===== config.mk =====
export PLATFORM = sky130hd
export DESIGN_NAME = ram_arbiter_flat
export DESIGN_NICKNAME = d
export VERILOG_FILES = /design/src/rtl/ram_arbiter_pkg.sv /design/src/rtl/ram_arbiter_if.sv /design/src/rtl/ram_arbiter_pick.sv /design/src/rtl/ram_arbiter.sv /design/src/flat_wrapper.sv
export SDC_FILE = /design/constraint.sdc
export NUM_CORES = 1
export LEC_CHECK = 0
export CELL_PAD_IN_SITES_DETAIL_PLACEMENT = 2
export CELL_PAD_IN_SITES_GLOBAL_PLACEMENT = 2
export CORE_MARGIN = 3
export CORE_UTILIZATION = 24
export CTS_CLUSTER_DIAMETER = 200
export DETAILED_ROUTE_END_ITERATION = 12
export GPL_ROUTABILITY_DRIVEN = 0
export PLACE_DENSITY = 0.81
export SLEW_MARGIN = 20
export SYNTH_ARGS = -nofsm -noshare
export SYNTH_HDL_FRONTEND = slang
export SYNTH_SLANG_ARGS = --single-unit

===== constraint.sdc =====
create_clock -name clk -period 2.1 [get_ports clk]
set_input_delay 0.42 -clock clk [delete_from_list [all_inputs] [get_ports clk]]
set_output_delay 0.42 -clock clk [all_outputs]
set_load 0.005 [all_outputs]

===== src/rtl/ram_arbiter_pkg.sv =====
// Shared types and constants for the RAM arbiter: FSM states, port indices
// and default bus widths.
package fpg8_arb_pkg;

  localparam int DEF_ADDR_W = 12;
  localparam int DEF_DATA_W = 16;

  localparam logic PORT_CPU = 1'b0;
  localparam logic PORT_LDR = 1'b1;

  typedef enum logic [1:0] {
    IDLE   = 2'd0,
    ACCESS = 2'd1,
    RDWAIT = 2'd2
  } state_t;

  function automatic logic other_port(input logic p);
    return ~p;
  endfunction

endpackage


===== src/rtl/ram_arbiter_if.sv =====
// Bundle of the two master ports and the RAM pin group seen by ram_arbiter.
interface ram_arbiter_if import fpg8_arb_pkg::*; #(
  parameter int ADDR_W = DEF_ADDR_W,
  parameter int DATA_W = DEF_DATA_W
);
  logic              cpu_req;
  logic              cpu_we;
  logic [ADDR_W-1:0] cpu_addr;
  logic [DATA_W-1:0] cpu_wdata;
  logic              cpu_gnt;
  logic              cpu_rvalid;
  logic [DATA_W-1:0] cpu_rdata;

  logic              ldr_req;
  logic              ldr_we;
  logic [ADDR_W-1:0] ldr_addr;
  logic [DATA_W-1:0] ldr_wdata;
  logic              ldr_gnt;
  logic              ldr_rvalid;
  logic [DATA_W-1:0] ldr_rdata;

  logic              ram_w_en;
  logic              ram_r_en;
  logic [ADDR_W-1:0] ram_addr;
  logic [DATA_W-1:0] ram_w_data;
  logic [DATA_W-1:0] ram_r_data;

  logic              busy;

  modport slave (
    input  cpu_req, cpu_we, cpu_addr, cpu_wdata,
    output cpu_gnt, cpu_rvalid, cpu_rdata,
    input  ldr_req, ldr_we, ldr_addr, ldr_wdata,
    output ldr_gnt, ldr_rvalid, ldr_rdata,
    output ram_w_en, ram_r_en, ram_addr, ram_w_data,
    input  ram_r_data,
    output busy
  );

  modport master (
    output cpu_req, cpu_we, cpu_addr, cpu_wdata,
    input  cpu_gnt, cpu_rvalid, cpu_rdata,
    output ldr_req, ldr_we, ldr_addr, ldr_wdata,
    input  ldr_gnt, ldr_rvalid, ldr_rdata,
    input  ram_w_en, ram_r_en, ram_addr, ram_w_data,
    output ram_r_data,
    input  busy
  );

endinterface


===== src/rtl/ram_arbiter_pick.sv =====
// Two-way winner selection. ARB_ROUND_ROBIN_EN selects alternating ties;
// otherwise the CPU wins every tie.
module arb_pick import fpg8_arb_pkg::*; (
  input  logic cpu_req,
  input  logic ldr_req,
  input  logic last_gnt,
  output logic any_req,
  output logic winner
);

  logic tie_winner;

`ifdef ARB_ROUND_ROBIN_EN
  assign tie_winner = other_port(last_gnt);
`else
  logic unused_last;
  assign unused_last = last_gnt;
  assign tie_winner  = PORT_CPU;
`endif

  assign any_req = cpu_req | ldr_req;

  always_comb begin
    winner = PORT_CPU;
    if (cpu_req && ldr_req) winner = tie_winner;
    else if (ldr_req)       winner = PORT_LDR;
  end

endmodule


===== src/rtl/ram_arbiter.sv =====
// Shares one single-port RAM between the CPU and loader ports; tie policy
// comes from arb_pick (ARB_ROUND_ROBIN_EN).
module ram_arbiter import fpg8_arb_pkg::*; #(
  parameter int ADDR_W = DEF_ADDR_W,
  parameter int DATA_W = DEF_DATA_W
) (
  input  logic          clk,
  input  logic          reset,
  ram_arbiter_if.slave  bus
);

  typedef struct packed {
    logic              we;
    logic [ADDR_W-1:0] addr;
    logic [DATA_W-1:0] wdata;
  } acc_t;

  state_t state, state_nxt;
  logic   grant;
  logic   any_req, winner;
  acc_t   sel;

  logic              cur_port, cur_we, last_gnt;
  logic              cpu_gnt, ldr_gnt, cpu_rvalid, ldr_rvalid;
  logic              ram_w_en, ram_r_en;
  logic [ADDR_W-1:0] ram_addr;
  logic [DATA_W-1:0] ram_w_data, cpu_rdata, ldr_rdata;

  arb_pick u_pick (
    .cpu_req  (bus.cpu_req),
    .ldr_req  (bus.ldr_req),
    .last_gnt (last_gnt),
    .any_req  (any_req),
    .winner   (winner)
  );

  always_comb begin
    sel.we    = bus.cpu_we;
    sel.addr  = bus.cpu_addr;
    sel.wdata = bus.cpu_wdata;
    if (winner == PORT_LDR) begin
      sel.we    = bus.ldr_we;
      sel.addr  = bus.ldr_addr;
      sel.wdata = bus.ldr_wdata;
    end
  end

  always_ff @(posedge clk or posedge reset) begin
    if (reset) state <= IDLE;
    else       state <= state_nxt;
  end

  always_comb begin
    state_nxt = state;
    grant     = 1'b0;
    case (state)
      IDLE: begin
        if (any_req) begin
          grant     = 1'b1;
          state_nxt = ACCESS;
        end
      end
      ACCESS:  state_nxt = cur_we ? IDLE : RDWAIT;
      RDWAIT:  state_nxt = IDLE;
      default: state_nxt = IDLE;
    endcase
  end

  // Strobes are single-cycle: cleared every edge unless re-asserted below.
  always_ff @(posedge clk or posedge reset) begin
    if (reset) begin
      cur_port   <= PORT_CPU;
      cur_we     <= 1'b0;
      last_gnt   <= PORT_LDR;
      cpu_gnt    <= 1'b0;
      ldr_gnt    <= 1'b0;
      cpu_rvalid <= 1'b0;
      ldr_rvalid <= 1'b0;
      ram_w_en   <= 1'b0;
      ram_r_en   <= 1'b0;
      ram_addr   <= '0;
      ram_w_data <= '0;
      cpu_rdata  <= '0;
      ldr_rdata  <= '0;
    end else begin
      cpu_gnt    <= 1'b0;
      ldr_gnt    <= 1'b0;
      cpu_rvalid <= 1'b0;
      ldr_rvalid <= 1'b0;
      ram_w_en   <= 1'b0;
      ram_r_en   <= 1'b0;
      if (grant) begin
        cur_port   <= winner;
        cur_we     <= sel.we;
        last_gnt   <= winner;
        ram_addr   <= sel.addr;
        ram_w_data <= sel.wdata;
        ram_w_en   <= sel.we;
        ram_r_en   <= ~sel.we;
        cpu_gnt    <= (winner == PORT_CPU);
        ldr_gnt    <= (winner == PORT_LDR);
      end
      // RAM output is valid during RDWAIT; only the owning port's rdata moves.
      if (state == RDWAIT) begin
        if (cur_port == PORT_CPU) begin
          cpu_rdata  <= bus.ram_r_data;
          cpu_rvalid <= 1'b1;
        end else begin
          ldr_rdata  <= bus.ram_r_data;
          ldr_rvalid <= 1'b1;
        end
      end
    end
  end

  assign bus.cpu_gnt    = cpu_gnt;
  assign bus.ldr_gnt    = ldr_gnt;
  assign bus.cpu_rvalid = cpu_rvalid;
  assign bus.ldr_rvalid = ldr_rvalid;
  assign bus.cpu_rdata  = cpu_rdata;
  assign bus.ldr_rdata  = ldr_rdata;
  assign bus.ram_w_en   = ram_w_en;
  assign bus.ram_r_en   = ram_r_en;
  assign bus.ram_addr   = ram_addr;
  assign bus.ram_w_data = ram_w_data;
  assign bus.busy       = (state != IDLE);

endmodule


===== src/flat_wrapper.sv =====
// flat-port wrapper written by rule: the top's interface ports become plain ports
module ram_arbiter_flat import fpg8_arb_pkg::*;
#(
  parameter int ADDR_W = DEF_ADDR_W,
  parameter int DATA_W = DEF_DATA_W
)
  (clk, reset, bus_cpu_req, bus_cpu_we, bus_cpu_addr, bus_cpu_wdata, bus_cpu_gnt, bus_cpu_rvalid, bus_cpu_rdata, bus_ldr_req, bus_ldr_we, bus_ldr_addr, bus_ldr_wdata, bus_ldr_gnt, bus_ldr_rvalid, bus_ldr_rdata, bus_ram_w_en, bus_ram_r_en, bus_ram_addr, bus_ram_w_data, bus_ram_r_data, bus_busy);
  ram_arbiter_if #(.ADDR_W(ADDR_W), .DATA_W(DATA_W)) bus_i ();
  input  logic clk;
  input  logic reset;
  input wire logic [$bits(bus_i.cpu_req)-1:0] bus_cpu_req;
  input wire logic [$bits(bus_i.cpu_we)-1:0] bus_cpu_we;
  input wire logic [$bits(bus_i.cpu_addr)-1:0] bus_cpu_addr;
  input wire logic [$bits(bus_i.cpu_wdata)-1:0] bus_cpu_wdata;
  output wire logic [$bits(bus_i.cpu_gnt)-1:0] bus_cpu_gnt;
  output wire logic [$bits(bus_i.cpu_rvalid)-1:0] bus_cpu_rvalid;
  output wire logic [$bits(bus_i.cpu_rdata)-1:0] bus_cpu_rdata;
  input wire logic [$bits(bus_i.ldr_req)-1:0] bus_ldr_req;
  input wire logic [$bits(bus_i.ldr_we)-1:0] bus_ldr_we;
  input wire logic [$bits(bus_i.ldr_addr)-1:0] bus_ldr_addr;
  input wire logic [$bits(bus_i.ldr_wdata)-1:0] bus_ldr_wdata;
  output wire logic [$bits(bus_i.ldr_gnt)-1:0] bus_ldr_gnt;
  output wire logic [$bits(bus_i.ldr_rvalid)-1:0] bus_ldr_rvalid;
  output wire logic [$bits(bus_i.ldr_rdata)-1:0] bus_ldr_rdata;
  output wire logic [$bits(bus_i.ram_w_en)-1:0] bus_ram_w_en;
  output wire logic [$bits(bus_i.ram_r_en)-1:0] bus_ram_r_en;
  output wire logic [$bits(bus_i.ram_addr)-1:0] bus_ram_addr;
  output wire logic [$bits(bus_i.ram_w_data)-1:0] bus_ram_w_data;
  input wire logic [$bits(bus_i.ram_r_data)-1:0] bus_ram_r_data;
  output wire logic [$bits(bus_i.busy)-1:0] bus_busy;
  assign bus_i.cpu_req = bus_cpu_req;
  assign bus_i.cpu_we = bus_cpu_we;
  assign bus_i.cpu_addr = bus_cpu_addr;
  assign bus_i.cpu_wdata = bus_cpu_wdata;
  assign bus_cpu_gnt = bus_i.cpu_gnt;
  assign bus_cpu_rvalid = bus_i.cpu_rvalid;
  assign bus_cpu_rdata = bus_i.cpu_rdata;
  assign bus_i.ldr_req = bus_ldr_req;
  assign bus_i.ldr_we = bus_ldr_we;
  assign bus_i.ldr_addr = bus_ldr_addr;
  assign bus_i.ldr_wdata = bus_ldr_wdata;
  assign bus_ldr_gnt = bus_i.ldr_gnt;
  assign bus_ldr_rvalid = bus_i.ldr_rvalid;
  assign bus_ldr_rdata = bus_i.ldr_rdata;
  assign bus_ram_w_en = bus_i.ram_w_en;
  assign bus_ram_r_en = bus_i.ram_r_en;
  assign bus_ram_addr = bus_i.ram_addr;
  assign bus_ram_w_data = bus_i.ram_w_data;
  assign bus_i.ram_r_data = bus_ram_r_data;
  assign bus_busy = bus_i.busy;
  ram_arbiter #(.ADDR_W(ADDR_W), .DATA_W(DATA_W)) u_core (.clk(clk), .reset(reset), .bus(bus_i));
endmodule

== Word level (Yosys, flattened, before mapping) ==
Index checks and enable logic that the tools add are counted.

* Output and inout bits: 67
* Register bits: 70
* Input bits: 78
* Logic and storage cells: 41

* Multiplexer cells: 16
* Bitwise logic cells: 4
* Equality and inequality tests: 3
* Reduce and logical (&&, ||, !) cells: 5

{| class="wikitable"
|+ Operator list
! operator !! number
|-
| 2-to-1 mux 29 bit || 1
|-
| 2-to-1 mux 1 bit || 12
|-
| 2-to-1 mux 2 bit || 2
|-
| case mux 2 bit (2 select lines) || 1
|-
| AND reduction 2 bit || 2
|-
| inverter 1 bit || 3
|-
| equality test 2 x 1 -> 1 bit, second input constant || 1
|-
| equality test 2 bit, second input constant || 1
|-
| zero test 2 bit || 1
|-
| inequality test 2 x 1 -> 1 bit, second input constant || 1
|-
| nonzero test 2 bit || 1
|-
| logical AND 1 bit || 1
|-
| OR 1 bit || 1
|}

== Longest topological paths before layout ==
* Word-level depth: 5
* Depth in mapped cells: 4
* Mapped depth without buffers: 3

== Hierarchy ==
From an unflattened synthesis, not the netlist that was laid out.

* Cell total of the unflattened synthesis: 188
* Area total of the unflattened synthesis: 3,128.0 µm²

{| class="wikitable"
|+ Modules (own cells, without submodules)
! module !! times used !! area each (µm²) !! cells an instance !! seq. area each (µm²)
|-
| ram_arbiter || 1 || 3,115.5 || 186 || 1,778.0
|-
| arb_pick || 1 || 12.5 || 2 || 0.0
|}

== Worst setup path after synthesis ==
OpenSTA, ideal clock, no wires.

* Path kind: register to register
* Start point: register u_core.state[1]
* End point: register u_core.ram_addr[10], in the netlist u_core.bus.ram_addr[10]
* Arrival: 1.270 ns
* Buffers on the path: 1
* Setup slack: 0.705 ns
* Stages on the path, launching flop included: 5
* Clock period less this slack: 1.395 ns
* Cell sequence: dfrtp_1 -> nor2_1 -> o21a_2 -> buf_6 -> mux2_4

* Cells in the longest elaborated chain, start to end: 2

{| class="wikitable"
|+ RTL lines
! item !! line !! text
|-
| from (decl) || ram_arbiter.sv:18 || <nowiki>state_t state, state_nxt;</nowiki>
|-
| from (signal assigned) || ram_arbiter.sv:50 || <nowiki>else state <= state_nxt;</nowiki>
|-
| zero test 2 bit || ram_arbiter.sv:56 || <nowiki>case (state)</nowiki>
|-
| 2-to-1 mux 1 bit || ram_arbiter.sv:56 ||
|-
| to (signal assigned) || ram_arbiter.sv:96 || <nowiki>ram_addr <= sel.addr;</nowiki>
|-
| to (decl) || ram_arbiter.sv:26 || <nowiki>logic [ADDR_W-1:0] ram_addr;</nowiki>
|}

Every way passes these cells.
A chain may end at the register's enable or synchronous reset.

== Worst setup path after layout ==
* Start point: register u_core.state[0]
* End point: output bus_busy

* Cells in the longest elaborated chain, start to end: 1

{| class="wikitable"
|+ RTL lines
! item !! line !! text
|-
| nonzero test 2 bit || ram_arbiter.sv:126 || <nowiki>assign bus.busy = (state != IDLE);</nowiki>
|-
| to (decl) || flat_wrapper.sv:30 || <nowiki>output wire logic [$bits(bus_i.busy)-1:0] bus_busy;</nowiki>
|}

Every way passes these cells.

==> flow_metrics.env <==
export IMPL_cts_sinks=70
export IMPL_slew_headroom=0.637
export IMPL_critPathKind="reg -> out"
export IMPL_crit_arrival_ns=1.54
export IMPL_hold_ws_ns=0.456
export IMPL_peakVddDrop_mv=0.384
export IMPL_layout_common_cells="clkdlybuf4s50_1 (144), dfrtp_1 (70), mux2_4 (48)"
export IMPL_timing_final_crit_share=0.932
export IMPL_path_clk_slew_ns=0.05
export IMPL_fin_skew_ns=0.00383
export IMPL_cts_htree_levels=3
export IMPL_fin_crit_ns=1.96
export IMPL_start_kind="flop"
export IMPL_cts_resized=0
export IMPL_rows=41
export IMPL_avgRoutedWirePerCell_um=16.6
export IMPL_die_w_um=120
export IMPL_critPathMaxFanout=4
export IMPL_clk_path_buf_depth=2
export IMPL_tightest_slew_ns=0.542
export IMPL_drc=0
export IMPL_cts_tree="built"
export IMPL_antenna_found_initial=0
export IMPL_p_leak_uw=0.00225
export IMPL_io_pins=145
export IMPL_syn_inst=184
export IMPL_cts_root_buffer="clkbuf_16"
export IMPL_outcome="finished clean"
export IMPL_setup_violations=0
export IMPL_drt_initial_drc_count=30
export IMPL_yosysSeqAreaShare=0.557
export IMPL_layout_commonest_cell="clkdlybuf4s50_1"
export IMPL_vias_per_cell=4.02
export IMPL_yosysWarnings=0
export IMPL_nNetsFinal=419
export IMPL_netlist_area_sq_mm=0.00314
export IMPL_netlist_area_leader_share=0.557
export IMPL_syn_to_final_growth_pct=63.5
export IMPL_drtAntennaViolNets=0
export IMPL_cp_data_required_time_ns=1.68
export IMPL_diodes=0
export IMPL_fmax_mhz=511
export IMPL_synth_cell_type_count=15
export IMPL_final_layout_size_suffix_gt1_frac=0.336
export IMPL_start_util=0.247
export IMPL_hold_path_class="reg -> reg"
export IMPL_vias=2079
export IMPL_cp_startpoint="u_core.state[0]"
export IMPL_final_util=0.404
export IMPL_ctsHoldBuffers=0
export IMPL_rsz0062_at_grt="false"
export IMPL_synth_area_leader_cell="dfrtp_1"
export IMPL_maxCapViolations=0
export IMPL_crit_reg2reg_launch="u_core.state[0]"
export IMPL_grt_max_degree=48
export IMPL_grt_first_pass_wirelength_um=13500
export IMPL_dp_hpwl_um=6730
export IMPL_yosys_top_cells_area="dfrtp_1 (56%), mux2_4 (23%), mux2_2 (14%), buf_6 (2.9%), mux2i_1 (0.64%)"
export IMPL_cp_end_kind="output pin"
export IMPL_ys_ff_latch=70
export IMPL_die_height_um=120
export IMPL_portBuffers=144
export IMPL_fin_tns_setup_ns=0
export IMPL_grt_overflow_total=0
export IMPL_cts_setup_buffers=0
export IMPL_core_sq_mm=0.0127
export IMPL_final_hold_viol_count=0
export IMPL_wl_um=8580
export IMPL_track_usage=0.122
export IMPL_grt_pass1_vias=2484
export IMPL_worstHoldStart="u_core.cur_we"
export IMPL_cts_made_buffers=9
export IMPL_synthesis_nets=262
export IMPL_power_density_mw_per_mm2=1350
export IMPL_maxSlewViolCount=0
export IMPL_dr_pass1_iters=3
export IMPL_avgSynthCellArea_sq_um=17.1
export IMPL_clk_latency_ns=0.32
export IMPL_fp_dieArea_sq_mm=0.0145
-- worst paths after layout --
check                                            end  slack [ns]  cells past startpoint
min reg2reg                          u_core.state[1]        0.46                      1
max in group asynchronous  u_core.bus.ram_w_data[10]        1.29                      3
max reg2reg                  u_core.bus.ldr_rdata[8]        0.53                      2
min                                  u_core.state[1]        0.46                      1
max                                         bus_busy        0.14                      3
min in group asynchronous    u_core.bus.cpu_rdata[5]        0.55                      3
-- cells by family after synthesis --
group / synth area share
compound gates: 0.00438
mux: 0.379
flops: 0.557
buf+inv: 0.0334
simple gates: 0.0259
-- worst max-delay path, cell delays in order, from the launching register on --
cell and delay, ns:
dfrtp_1 0.42, nor2_1 0.22, inv_1 0.10, clkdlybuf4s50_1 0.48
-- cell type report --
| cell class | count | area (sq um) |
|---|---|---|
| well taps | 172 | 215 |
| clock buffers | 15 | 288 |
| multi-input cells | 102 | 1290 |
| repair buffers | 154 | 1580 |
| inverters | 4 | 18.8 |
| flip-flops and latches | 70 | 1750 |
| fillers | 1308 | 7580 |
-- flip-flops by register name (all words and copies together), names as in the netlist --
register	count
u_core.bus.cpu_gnt	1
u_core.bus.cpu_rdata	16
u_core.bus.cpu_rvalid	1
u_core.bus.ldr_gnt	1
u_core.bus.ldr_rdata	16
u_core.bus.ldr_rvalid	1
u_core.bus.ram_addr	12
u_core.bus.ram_r_en	1
u_core.bus.ram_w_data	16
u_core.bus.ram_w_en	1
u_core.cur_port	1
u_core.cur_we	1
u_core.state	2
-- report_power, final --
part	total [uW]	switching [uW]	internal [uW]
logic	3070	917	2150
registers	2410	390	2020
clock network	1440	515	923
total	6920	1820	5090
-- synthesized netlist by cell type, drive strengths merged --
cell,number
nor2,3
buf,8
dfrtp,70
mux2i,2
nand3b,1
and2,2
a21oi,1
nand2b,1
nor2b,1
o21a,1
mux2,88
nor3b,2
inv,4
-- layer usage --
metal | global-route usage | up-vias | wire length [um]
met3 | 0.0505 | 6 | 731
met2 | 0.212 | 96 | 4350
li1 | - | 959 | -
met4 | 0.0361 | 0 | 64
met5 | 0 | - | 0
met1 | 0.138 | 1018 | 3430
-- per-stage QoR --
stage / total power [uW] / instances / setup slack [ns] / cell area (sq um)
after floorplan: 3740 / 184 / 0.705 / 3150
after global placement: 5430 / 502 / 0.117 / 4850
after detailed placement: 5560 / 502 / 0.0599 / 4850
after CTS: 7070 / 517 / 0.0906 / 5140
after global routing: 7370 / 517 / 0.0178 / 5140
final: 6920 / 517 / 0.143 / 5140
No activity file was read; power rests on OpenSTA's default activity.
